**src/rtl/and_gates_pkg.sv**
```systemverilog
// Shared types and constants for the AND-gate arbiter slice.
// Optional build macro: AND_ARB_STATS_EN (see and_gate_rr_arbiter).
package and_gates_pkg;

  typedef enum logic {
    IDLE = 1'b0,
    EXEC = 1'b1
  } state_t;

  localparam int AND_ARB_MAX_REQ = 16;
  localparam int OP_CNT_W        = 16;

  // Increment modulo n without a divider.
  function automatic int wrap_inc(input int v, input int n);
    return (v + 1 >= n) ? 0 : v + 1;
  endfunction

endpackage

```
**src/rtl/and_gate_rr_arbiter_rr_pick.sv**
```systemverilog
// Combinational round-robin priority encoder: first set req bit at or after ptr,
// searching upward and wrapping modulo N_REQ.
module rr_pick #(
  parameter int N_REQ = 4,
  parameter int ID_W  = $clog2(N_REQ)
) (
  input  logic [N_REQ-1:0] req,
  input  logic [ID_W-1:0]  ptr,
  output logic             any,
  output logic [ID_W-1:0]  idx
);

  int j;

  // Walk from the farthest candidate back to ptr so the nearest hit wins.
  always_comb begin
    any = |req;
    idx = '0;
    j   = 0;
    for (int k = N_REQ - 1; k >= 0; k--) begin
      j = int'(ptr) + k;
      if (j >= N_REQ) j = j - N_REQ;
      if (req[j]) idx = ID_W'(j);
    end
  end

endmodule

```
**src/rtl/and_gate_rr_arbiter.sv**
```systemverilog
// N_REQ requesters share one registered W-bit AND unit through a round-robin arbiter.
// Define AND_ARB_STATS_EN to add the saturating op_count output.
module and_gate_rr_arbiter
  import and_gates_pkg::*;
#(
  parameter int  N_REQ = 4,
  parameter int  W     = 8,
  localparam int ID_W  = $clog2(N_REQ)
) (
  input  logic               clk,
  input  logic               rst_n,
  input  logic [N_REQ-1:0]   req,
  input  logic [N_REQ*W-1:0] a_in,
  input  logic [N_REQ*W-1:0] b_in,
  output logic [N_REQ-1:0]   gnt,
  output logic [W-1:0]       y_out,
  output logic               y_valid,
  output logic [ID_W-1:0]    y_id,
  output logic               busy
`ifdef AND_ARB_STATS_EN
  ,
  output logic [OP_CNT_W-1:0] op_count
`endif
);

  localparam logic [N_REQ-1:0] GNT_LSB = N_REQ'(1);

  state_t          state;
  state_t          state_nxt;
  logic            pick_any;
  logic [ID_W-1:0] pick_idx;
  logic [ID_W-1:0] rr_ptr;
  logic            take;
  logic [ID_W-1:0] win_id_p0;
  logic [W-1:0]    op_a_p0;
  logic [W-1:0]    op_b_p0;

  rr_pick #(
    .N_REQ(N_REQ),
    .ID_W (ID_W)
  ) u_pick (
    .req(req),
    .ptr(rr_ptr),
    .any(pick_any),
    .idx(pick_idx)
  );

  assign take = (state == IDLE) && pick_any;
  assign busy = (state == EXEC);

  always_ff @(posedge clk or negedge rst_n) begin
    if (!rst_n) state <= IDLE;
    else        state <= state_nxt;
  end

  always_comb begin
    state_nxt = state;
    case (state)
      IDLE:    if (pick_any) state_nxt = EXEC;
      EXEC:    state_nxt = IDLE;
      default: state_nxt = IDLE;
    endcase
  end

  // Stage p0: capture the winner's operands at the grant edge.
  always_ff @(posedge clk) begin
    if (take) begin
      op_a_p0   <= a_in[int'(pick_idx)*W +: W];
      op_b_p0   <= b_in[int'(pick_idx)*W +: W];
      win_id_p0 <= pick_idx;
    end
  end

  // Stage p1: result, strobe and pointer advance one edge after the grant.
  always_ff @(posedge clk or negedge rst_n) begin
    if (!rst_n) begin
      gnt     <= '0;
      y_out   <= '0;
      y_valid <= 1'b0;
      y_id    <= '0;
      rr_ptr  <= '0;
    end else begin
      gnt     <= '0;
      y_valid <= 1'b0;
      if (take) gnt <= GNT_LSB << pick_idx;
      if (state == EXEC) begin
        y_out   <= op_a_p0 & op_b_p0;
        y_valid <= 1'b1;
        y_id    <= win_id_p0;
        rr_ptr  <= ID_W'(wrap_inc(int'(win_id_p0), N_REQ));
      end
    end
  end

`ifdef AND_ARB_STATS_EN
  always_ff @(posedge clk or negedge rst_n) begin
    if (!rst_n)                                 op_count <= '0;
    else if (state == EXEC && op_count != '1)   op_count <= op_count + 1'b1;
  end
`endif

endmodule

```
**config.mk**
```make
export PLATFORM = sky130hd
export DESIGN_NAME = and_gate_rr_arbiter
export DESIGN_NICKNAME = d
export VERILOG_FILES = /design/src/rtl/and_gates_pkg.sv /design/src/rtl/and_gate_rr_arbiter_rr_pick.sv /design/src/rtl/and_gate_rr_arbiter.sv
export SDC_FILE = /design/constraint.sdc
export NUM_CORES = 1
export LEC_CHECK = 0
export ABC_AREA = 0
export CAP_MARGIN = 10
export CORE_MARGIN = 4
export CORE_UTILIZATION = 44
export CTS_CLUSTER_DIAMETER = 150
export CTS_CLUSTER_SIZE = 12
export DETAILED_ROUTE_END_ITERATION = 8
export PLACE_DENSITY = 0.85
export SLEW_MARGIN = 20
export SYNTH_ARGS = -nofsm -noshare
export SYNTH_HDL_FRONTEND = slang
export SYNTH_SLANG_ARGS = --single-unit
```
**constraint.sdc**
```tcl
create_clock -name clk -period 5.4 [get_ports clk]
set_input_delay 1.08 -clock clk [delete_from_list [all_inputs] [get_ports clk]]
set_output_delay 1.08 -clock clk [all_outputs]
set_load 0.03 [all_outputs]
```
==> flow_summary.yaml <==
cts:
  cts_hold_buffers: 0
  cts_tree: "built"
  clock_sink_count: 36
  total_of_cells_resized_after_clock_tree_synthesis: 0
  worstSkewPairLatency_ns: 0.29
  tritoncts.num_buffers: 5
  cts_setup_buffers: 0
  clock_path_buffers: 2
  cts-htree-levels: 2
  library_cell_used_as_clock_root_buffer: "clkbuf_8"
  clkTransAtPathRegs_ns: 0.07
floorplan:
  fp-row-count: 23
  dieArea_um2: 5280
  floorplan.initialDensity: 0.456
  num_io_pins: 86
  chipHeight_um: 72.6
  core_area_um2: 4030
  die-width_um: 72.6
route:
  detail_route.iter0.violations: 47
  finalWirelength_mm: 3.95
  drt_pre_antenna_iters: 4
  detail_route.vias_per_cell: 4.97
  wire_per_inst_um: 14.2
  route.vias.total: 1382
  drc_errors: 0
  ant_nets: 0
timing:
  final.setup_skew_ns: 0.00797
  final.setup.tns_ns: 0
  setup_viol: 0
  fin_crit_sh: 0.547
  slew_violations: 0
  fin_crit_ns: 2.96
  timing.max_slew.rel_slack: 0.336
  timing_worst_slew_pin_value_ns: 0.995
  final_critical_path_setup_slack_ns: 2.44
  hold_violations: 0
  setup_repair_after_global_routing_missed_its_margin: "false"
  achievable-frequency_ghz: 0.338
yosys:
  predominant_post_synthesis_flop_cell: "edfxtp_1"
  ys_top_cells_by_area: "edfxtp_1, mux2i_1, dfrtp_1"
  largest_area_contributor_in_the_netlist: "edfxtp_1"
  mappedNetlistNets: 212
  count_of_flip_flops_with_a_built_in_enable_after_synthesis: 18
  yosysUniqueCellTypes: 23
  synth_seq_area_share: 0.539
  post_synth_most_frequent_cells: "mux2i_1, dfrtp_1, edfxtp_1"
  synth_compound_gate_area_share: 0.0477
  ys_seq_elements: 36
  main_combinational_cell_family_by_area_after_synthesis: "multiplexers"
  yosys.area_share.adder: 0.00681
  synth.cell_area_um2: 1840
  syn_area_per_cell_um2: 13.0
  synth_warnings: 0
  synthesis.instances: 141
  yosys.area.top_type_share: 0.294
  area_fraction_in_and_or_nand_and_nor_cells_after_synthesis: 0.0551
  synth_async_sr_flop_share: 0.500
  synth.area.mux_share: 0.285
  synth_xor_area_frac: 0
  synthMostInstantiatedCell: "mux2i_1"
cells_and_area:
  antennaDiodeCount: 0
  layout.area.seq_um2: 991
  post_route_cells_drive_above_1_share: 0.0658
  multi_input_comb_area_um2: 736
  nFillCells: 304
  area_growth_syn_to_layout_pct: 51.9
  post-route-util: 0.693
  final_net_count: 298
power:
  net-switching-power_w: 0.000403
  comb_power_share: 0.427
  total_leakage_power_nw: 1.17
  pwr-share-seq: 0.382
  power_frac_clock: 0.191
  vdd.ir_drop.worst_uv: 174
  power_density_nw_per_um2: 427
  sw_frac_of_total: 0.338
  cell_internal_power_w: 0.000790
hold_path:
  hold_path.class: "reg2reg"
grt:
  gr-usage-all-layers: 0.153
  grt_overflow: 0
  grt_pass1_vias: 1404
  global_route_wire_length_before_repair_mm: 6.09
  antenna_found_initial: 0
  grt_max_degree: 36
placed_design:
  place.gp.congestion: 0.695
  dpl.hpwl_mm: 3.10
  buffer_ports.inserted: 85
  place_worst_setup_slack_ns: 2.22
critical_path:
  critical-path-top-delay-family: "buffers and inverters"
  crit_path_max_fanout: 24
  critPathMaxStageDelay_ns: 0.80
  worstPathCellList: "clkdlybuf4s50_1"
  worst_path_max_delay_cell: "clkdlybuf4s50_1"
  end_kind: "primary output"
  worst-path-buf-inv: 1
  cp_data_required_time_ns: 4.32
  startpoint_type: "flip-flop"
  worst-endpoint-arrival_ns: 1.88
  timing_worst_setup_path_type: "reg2out"
  regToRegSetupSlack_ns: 3.36
flow_run:
  number_of_max_cap_violations: 0
status:
  status: "finished, final reports clean"
==> registers in the layout (all words and copies together) (netlist names) <==
register   count
op_a_p0        8
op_b_p0        8
y_out          8
gnt            4
rr_ptr         2
win_id_p0      2
y_id           2
busy           1
y_valid        1
==> per-layer routing <==
| layer | vias to the layer above | track usage | wire length [um] |
|---|---|---|---|
| li1 | 682 | - | - |
| met1 | 633 | 0.158 | 1440 |
| met2 | 59 | 0.276 | 2110 |
| met3 | 8 | 0.0537 | 322 |
| met4 | 0 | 0.0676 | 80 |
| met5 | - | 0 | 0 |
==> cell families after synthesis <==
logic type	after synthesis
mux	52
flops	36
simple gates	21
buf+inv	17
compound gates	14
fa+ha+maj	1
==> through the flow <==
stage | instances | hold WS [ns] | power (W) | instance area [um2]
2_1_floorplan | 141 | 0.445 | 0.000820 | 1840
3_3_place_gp | 270 | 0.453 | 0.000967 | 2690
3_5_place_dp | 270 | 0.462 | 0.000979 | 2690
4_1_cts | 278 | 0.477 | 0.00121 | 2790
5_1_grt | 278 | 0.484 | 0.00126 | 2790
6_report | 278 | 0.476 | 0.00119 | 2790
==> power by group through the flow <==
stage	clock network (W)	registers, W	logic (W)
after floorplan	0	0.000530	0.000291
after global placement	0	0.000460	0.000507
after detailed placement	0	0.000463	0.000517
after CTS	0.000233	0.000457	0.000518
after global routing	0.000242	0.000467	0.000547
final	0.000228	0.000456	0.000509
==> cells in the final DEF (no fill, tap or decap) <==
master,count
a211oi_4,1
a21oi_1,3
a2bb2oi_2,1
buf_4,1
bufinv_16,1
clkbuf_1,1
clkbuf_8,5
clkdlybuf4s50_1,85
clkinv_2,1
dfrtp_1,18
edfxtp_1,18
ha_1,1
inv_1,9
inv_2,1
mux2_2,3
mux2i_1,49
nand2_1,3
nand2b_1,1
nand3_1,8
nand3b_1,1
nor2_1,5
nor2_2,1
nor3b_1,1
nor4_1,1
o21ai_0,9
==> worst paths after layout <==
| check | start | end | depth (start not counted) |
|---|---|---|---|
| max | busy | busy | 1 |
| min | op_b_p0[5] | y_out[5] | 2 |
| max reg2reg | rr_ptr[1] | op_a_p0[6] | 6 |
| min in group asynchronous | rst_n | gnt[1] | 1 |
| min reg2reg | op_b_p0[5] | y_out[5] | 2 |
| max in group asynchronous | rst_n | y_out[7] | 1 |
==> cell type report <==
class | count | area share
clock buffers | 6 | 0.0260
clock inverters | 2 | 0.0125
inverters | 10 | 0.0134
multi-input cells | 88 | 0.263
flip-flops and latches | 36 | 0.355
well taps | 50 | 0.0224
repair buffers | 86 | 0.307
Power figures use the tool's default switching activity.
